**src/rtl/rr_arbiter4.sv**
```systemverilog
// Four-way round-robin arbiter with hold limit and a one-cycle dead gap on every hand-over.
// Latency: grant registered 1 cycle after req is sampled; all outputs are flops. Backpressure: level-sensitive req, owner keeps grant until release or contended HOLD_MAX expiry.
module rr_arbiter4 #(
    parameter int HOLD_MAX = 4
) (
    input  logic       clk,
    input  logic       rst_n,
    input  logic [3:0] req,
    output logic [1:0] gnt_sel,
    output logic       gnt_en,
    output logic [3:0] gnt,
    output logic       busy,
    output logic       preempt
);

    typedef enum logic [1:0] {
        IDLE  = 2'd0,
        GRANT = 2'd1,
        GAP   = 2'd2
    } state_t;

    localparam logic [7:0] HOLD_LAST = 8'(HOLD_MAX - 1);

    state_t     state, state_nxt;
    logic [1:0] ptr, ptr_nxt;
    logic [7:0] hold_cnt, hold_nxt;
    logic [1:0] sel_nxt;
    logic       en_nxt;
    logic       pre_nxt;
    logic [3:0] rot;
    logic [1:0] winner;
    logic       others;

    // Rotate req so bit 0 is the requester at ptr, then take the first set bit.
    always_comb begin
        rot = 4'({req, req} >> ptr);
        if (rot[0])      winner = ptr;
        else if (rot[1]) winner = ptr + 2'd1;
        else if (rot[2]) winner = ptr + 2'd2;
        else             winner = ptr + 2'd3;
        others = |(req & ~(4'b0001 << gnt_sel));
    end

    always_comb begin
        state_nxt = state;
        ptr_nxt   = ptr;
        hold_nxt  = hold_cnt;
        sel_nxt   = gnt_sel;
        en_nxt    = 1'b0;
        pre_nxt   = 1'b0;
        case (state)
            IDLE, GAP: begin
                if (|req) begin
                    state_nxt = GRANT;
                    sel_nxt   = winner;
                    en_nxt    = 1'b1;
                    hold_nxt  = 8'd0;
                end else begin
                    state_nxt = IDLE;
                end
            end
            GRANT: begin
                // Release is checked first so it wins over a coincident expiry.
                if (!req[gnt_sel]) begin
                    state_nxt = GAP;
                    ptr_nxt   = gnt_sel + 2'd1;
                end else if (others && hold_cnt == HOLD_LAST) begin
                    state_nxt = GAP;
                    ptr_nxt   = gnt_sel + 2'd1;
                    pre_nxt   = 1'b1;
                end else begin
                    en_nxt = 1'b1;
                    if (hold_cnt != HOLD_LAST) hold_nxt = hold_cnt + 8'd1;
                end
            end
            default: state_nxt = IDLE;
        endcase
    end

    always_ff @(posedge clk or negedge rst_n) begin
        if (!rst_n) begin
            state    <= IDLE;
            ptr      <= 2'd0;
            hold_cnt <= 8'd0;
            gnt_sel  <= 2'd0;
            gnt_en   <= 1'b0;
            gnt      <= 4'b0000;
            busy     <= 1'b0;
            preempt  <= 1'b0;
        end else begin
            state    <= state_nxt;
            ptr      <= ptr_nxt;
            hold_cnt <= hold_nxt;
            gnt_sel  <= sel_nxt;
            gnt_en   <= en_nxt;
            gnt      <= en_nxt ? (4'b0001 << sel_nxt) : 4'b0000;
            busy     <= (state_nxt == GRANT);
            preempt  <= pre_nxt;
        end
    end

endmodule

```
**config.mk**
```make
export PLATFORM = sky130hd
export DESIGN_NAME = rr_arbiter4
export DESIGN_NICKNAME = d
export VERILOG_FILES = /design/src/rtl/rr_arbiter4.sv
export SDC_FILE = /design/constraint.sdc
export NUM_CORES = 1
export LEC_CHECK = 0
export BUFFER_PORTS_ARGS = -buffer_cell sky130_fd_sc_hd__buf_2
export CAP_MARGIN = 25
export CELL_PAD_IN_SITES_DETAIL_PLACEMENT = 1
export CELL_PAD_IN_SITES_GLOBAL_PLACEMENT = 2
export CORE_ASPECT_RATIO = 0.9
export CORE_MARGIN = 10
export CORE_UTILIZATION = 36
export DETAILED_ROUTE_END_ITERATION = 7
export PLACE_DENSITY = 0.8
export SETUP_SLACK_MARGIN = 0.3
export SLEW_MARGIN = 20
export SYNTH_ARGS = -nofsm -noshare
export SYNTH_HDL_FRONTEND = slang
export SYNTH_SLANG_ARGS = --single-unit
```
**constraint.sdc**
```tcl
create_clock -name clk -period 2.6 [get_ports clk]
set_clock_uncertainty 0.2 [all_clocks]
set_input_delay 0.39 -clock clk [delete_from_list [all_inputs] [get_ports clk]]
set_output_delay 0.39 -clock clk [all_outputs]
set_load 0.02 [all_outputs]
```
======== Word-level counts from Yosys, hierarchy flattened ========
Index checks and enable logic that the tools add are counted.
word-level totals
  logic and storage cells ................. 63
  output and inout bits ................... 9
  bits in registers ....................... 21
  bits of input ports ..................... 6
operators by class
  reductions and logical operators ........ 8
  add/subtract/negate cells ............... 5
  order comparisons ....................... 1
  mux-type cells .......................... 26
  eq/ne operators ......................... 10
  bitwise logic cells ..................... 2
  shifts and indexed selects .............. 3
operator list
  operator               count
  $mux W8                4
  $mux W2                9
  $pmux W8 S2            1
  $add A8 B1 Y8 const B  1
  $eq A8 B2 Y1 const B   1
  $mux W1                8
  $ne A2 B2 Y1 const B   4
  $ne A8 B2 Y1 const B   1
  $reduce_or A4 Y1       2
  $shl A1 B2 Y4 const A  2
  $shr A8 B2 Y3          1
  $reduce_and A5 Y1      1
  $add A2 B1 Y2 const B  2
  $add A2 B2 Y2 const B  2
  $and A4 B4 Y4          1
  $eq A2 B1 Y1 const B   2
  $mux W4                1
  $not A4 Y4             1
  $pmux W2 S2            1
  $lt A2 B3 Y1 const B   1
  $bmux W1 S2            1
  $eq A2 B2 Y1 const B   1
  $logic_not A2 Y1       1
  $ne A2 B1 Y1 const B   1
  5 further kinds        5

======== Logic depth before layout (Yosys ltp) ========
  word-level depth ........................ 9
  mapped depth ............................ 7
  mapped depth without buffers ............ 7

======== Worst setup path after synthesis ========
OpenSTA, ideal clock, no wires.
  kind .................................... reg-to-reg
  start ................................... reg gnt_sel[0]
  end ..................................... reg ptr[0]
  required time ........................... 2.275 ns
  arrival time ............................ 1.802 ns
  cell stages (with the launch flop) ...... 7
  clock period less this slack ............ 2.127 ns
  setup time .............................. 0.125 ns
  slack ................................... 0.473 ns
  path buffers ............................ 0
  cell sequence ........................... dfrtp_1 inv_1 ha_1 o22ai_1 o21bai_4 a311oi_4 mux2_4
on the way
  longest elaborated chain between the ends .. 7
  elaborated cells between the ends (all ways) .. 12
  classes of those cells .................. add/sub: 1; eq/ne: 1; shift: 1; mux: 4; bitwise: 2; reduce/logical: 3
RTL lines
  what                                line  RTL
  start: declaration                  9     output logic [1:0] gnt_sel,
  start signal: assignment            94    gnt_sel <= sel_nxt;
  $shl A1 B2 Y4                       41    others = |(req & ~(4'b0001 << gnt_sel));
  $not A4 Y4                          41
  $and A4 B4 Y4                       41
  $reduce_or A4 Y1                    41
  $logic_and A1 B1 Y1                 67    end else if (others && hold_cnt == HOLD_LAST) begin
  $ne A2 B1 Y1 (no source line)       n/a
  $reduce_and A2 Y1 (no source line)  n/a
  end signal: assignment              92    ptr <= ptr_nxt;
  end: declaration                    25    logic [1:0] ptr, ptr_nxt;
Several ways; a longest one is shown, not always the timed one. The select of a mux whose other input is x is not followed.
A chain may end at the register's enable or synchronous reset.

======== Worst setup path after layout ========
  start ................................... reg gnt_sel[1]
  end ..................................... reg ptr[0]
The elaborated chain is that of the path after synthesis.

==> metrics.md <==
| Metric | Value |
|---|---|
| Outcome | `finished, final reports clean` |
| First-pass GRT wire length | `4367 µm` |
| Number of cells in the finished layout apart from fillers | `164` |
| Cells after Synth | `102` |
| Final weighted congestion in routability-driven placement | `0.8559` |
| Achievable frequency | `0.4710 GHz` |
| Total power divided by cell area | `1023 mW/mm²` |
| P&R area growth vs syn | `14.99%` |
| Prevailing post-synth register cell | `sky130_fd_sc_hd__dfrtp_1` |
| Setup slack after placement | `412.9 ps` |
| Routed via count | `804` |
| Max-cap violations | `0` |
| TritonCTS clock tree | `done` |
| Clock transition time at the flip-flop clock pins of the worst setup and hold paths | `110 ps` |
| Post-layout min period | `2123 ps` |
| Post-synth EDFFs | `0` |
| Number of rows in the core area | `19` |
| Leak pwr | `0.0006265 µW` |
| Launching point of the worst reg2reg path | `gnt_sel[1]` |
| Root buf cell | `sky130_fd_sc_hd__clkbuf_4` |
| Pin count of the biggest net entering global routing | `22` |
| Clock Latency Late Sink | `290 ps` |
| Logic depth of the worst path, buffers included | `6` |
| Boundary Pins | `15` |
| Worst Hold Path Cells | `4` |
| Top Family by Delay on Critical Path | `compound AO/OA/AOI/OAI gates` |
| Critical path data required time | `2590 ps` |
| Number of antenna violations at the first check in global routing | `0` |
| Final Hold Violating Endpoints | `0` |
| Async S/R FF share, synth | `100.0%` |
| Worst Setup SP | `gnt_sel[1]` |
| Overall Global Routing Usage | `9.277%` |
| Vias per cell | `4.902` |
| Remaining DRCs | `0` |
| Number of buffer and inverter stages on the critical path | `1` |
| Most area-consuming cells after synthesis | `sky130_fd_sc_hd__dfrtp_1 (47%), sky130_fd_sc_hd__ha_1 (5.6%), sky130_fd_sc_hd__xor2_1 (5.5%)` |
| Routed wire length | `2531 µm` |
| Number of buffers on the longest clock path | `2` |
| Die footprint | `0.005740 mm²` |
| Floorplan die width | `78.76 µm` |
| Number of iterations in the first detailed-routing pass | `4` |
| Worst reg2reg endpoint | `ptr[0]` |
| Routed length per instance | `15.43 µm` |
| Detailed placement HPWL | `1975 µm` |
| Floorplan core area | `0.003019 mm²` |
| Unrepaired setup endpoints after global routing | `false` |
| Synth Area per Inst | `10.97 µm²` |
| Die Y | `72.88 µm` |
| Worst voltage drop across the vdd grid | `536.2 µV` |
| Final worst slack | `476.7 ps` |
| Antenna viol nets, final | `0` |
| Largest stage delay on the critical path | `510 ps` |
| Starting density of the core | `37.05%` |
| Slowest cell on crit path | `sky130_fd_sc_hd__dfrtp_1` |
| Area of the mapped netlist | `0.001119 mm²` |
| CP Cell Sequence | `inv_1 > ha_1 > o22ai_1 > o21bai_4 > a311oi_4 > mux2_4` |
| Placed cell count | `159` |
| Element type at the critical path end | `register` |
| Vias in the first global route | `881` |
| Type of the setup path with the least slack | `register to register` |
| Fraction of final layout cells with drive strength greater than 1 | `25.41%` |
| Ant. Diodes | `0` |
| Count of port buffers added during placement | `14` |
| Tightest slew margin relative to the limit | `66.77%` |
| Synth cell types | `35` |
| Arr. time, crit path | `2120 ps` |
| Actual slew at the worst max-slew pin | `496.1 ps` |
| Fin nets | `134` |
| Crit path launch type | `register` |
| Reg2Reg Setup Slack | `480 ps` |
| Number of warning messages in the yosys log | `0` |
| Post-synth top area share | `46.98%` |
| Number of H-tree levels | `1` |
| Crit-path max FO | `7` |
| Total power of the final layout | `1316 µW` |
| GRT Residual Overflow | `0` |
| Number of cells on the worst reg-to-reg path | `6` |
| Clock sink count | `21` |
| Sequential fraction of the synthesis area | `46.98%` |
| Worst setup path endpoint | `ptr[0]` |
| Total negative slack | `0 ps` |
| Flop and latch count out of synthesis | `21` |
| Final max-slew violation count | `0` |
| Yosys top cell by area | `sky130_fd_sc_hd__dfrtp_1` |
| Violation count after the first detailed-routing iteration | `33` |
| Inserted Clock Buffers | `3` |
| Period Utilization, post-route | `81.66%` |
| Classification of the worst-slack hold path | `primary input to register` |
| Final Setup Violations | `0` |
| Syn_nets | `113` |
layer usage:
| layer | vias up | track usage, % | wire length, µm |
|---|---|---|---|
| li1 | 400 | - | - |
| met1 | 393 | 12.79 | 1297 |
| met2 | 9 | 13.59 | 1106 |
| met3 | 2 | 2.586 | 111 |
| met4 | 0 | 2.982 | 16 |
| met5 | - | 0 | 0 |
placed cells by master (no fill, tap or decap), types with 2 or more instances in the layout:
cell / n
sky130_fd_sc_hd__nand2_1: 3
sky130_fd_sc_hd__buf_2: 14
sky130_fd_sc_hd__xor2_1: 7
sky130_fd_sc_hd__nand4_1: 3
sky130_fd_sc_hd__dfrtp_1: 20
sky130_fd_sc_hd__nor2_1: 11
sky130_fd_sc_hd__ha_1: 5
sky130_fd_sc_hd__nand3_1: 4
sky130_fd_sc_hd__inv_2: 2
sky130_fd_sc_hd__mux2_4: 2
sky130_fd_sc_hd__clkbuf_4: 3
sky130_fd_sc_hd__mux2i_1: 3
sky130_fd_sc_hd__a22oi_1: 2
sky130_fd_sc_hd__o21ai_0: 2
sky130_fd_sc_hd__o22ai_1: 2
sky130_fd_sc_hd__inv_1: 8
sky130_fd_sc_hd__nor3_1: 2
sky130_fd_sc_hd__and3_1: 5
sky130_fd_sc_hd__nand2b_1: 2
worst register-to-register path, cell delays in order (launching register included):
cell and delay, ps:
sky130_fd_sc_hd__dfrtp_1 510, sky130_fd_sc_hd__inv_1 120, sky130_fd_sc_hd__ha_1 200, sky130_fd_sc_hd__o22ai_1 250, sky130_fd_sc_hd__o21bai_4 110, sky130_fd_sc_hd__a311oi_4 300
sky130_fd_sc_hd__mux2_4 330
sequential cells by signal (all words and copies together) (netlist names):
register and count:
gnt_sel 2, hold_cnt 8, preempt 1, ptr 2, state 2, gnt_en 1, busy 1, gnt 4
worst min path at each step:
stage | start | to
floorplan | rst_n | busy
finish | req[2] | hold_cnt[0]
detailed placement | rst_n | ptr[1]
CTS | req[2] | hold_cnt[0]
global placement | rst_n | ptr[0]
global route | req[1] | hold_cnt[0]
synthesized netlist by cell type (3+ instances only):
cell,count
sky130_fd_sc_hd__nand3_1,4
sky130_fd_sc_hd__inv_1,8
sky130_fd_sc_hd__dfrtp_1,21
sky130_fd_sc_hd__ha_1,5
sky130_fd_sc_hd__xor2_1,7
sky130_fd_sc_hd__nand4_1,3
sky130_fd_sc_hd__nor2_1,11
sky130_fd_sc_hd__nand2_1,3
sky130_fd_sc_hd__and3_1,5
sky130_fd_sc_hd__mux2i_1,3
stage by stage:
step	hold slack (ps)	area (µm²)	utilization [%]
6_report	306.4	1286	42.60
5_1_grt	333.2	1286	42.60
2_1_floorplan	-105.6	1119	-
4_1_cts	290.3	1285	42.56
3_3_place_gp	170.4	1249	41.36
3_5_place_dp	180.1	1249	41.36
layout make-up:
cell class	instances	area [µm²]
clock buffers	4	26.28
fillers	357	1733
inverters	11	41.29
multi-input cells	70	551.8
flip-flops and latches	21	526.8
well taps	42	52.55
repair buffers	16	87.58
report_power, final:
group          switching (µW)  leakage, µW  internal, µW
sequential                107     0.000271           423
clock                    94.9    0.0000150          59.7
combinational             376     0.000341           255
timing repair:
action,CTS,global route
setup buffers,0,0
resized for setup,0,1
endpoints found under the setup margin,0,2
hold buffers,1,0
hold endpoints to repair,21,0
logic make-up (layout without fill, tap and decap cells):
family / after synthesis / in the layout / share of synthesized area [%]
xor gates and xnor gates: 7 / 7 / 5.481
DFF: 21 / 21 / 46.98
muxes: 5 / 5 / 5.369
buffers and inverters: 11 / 31 / 3.691
AOI/OAI and AO/OA: 17 / 17 / 15.10
and+or+nand+nor: 36 / 36 / 17.79
adders and majority gates: 5 / 5 / 5.593
Note: power is estimated with default switching activity, not from simulation.
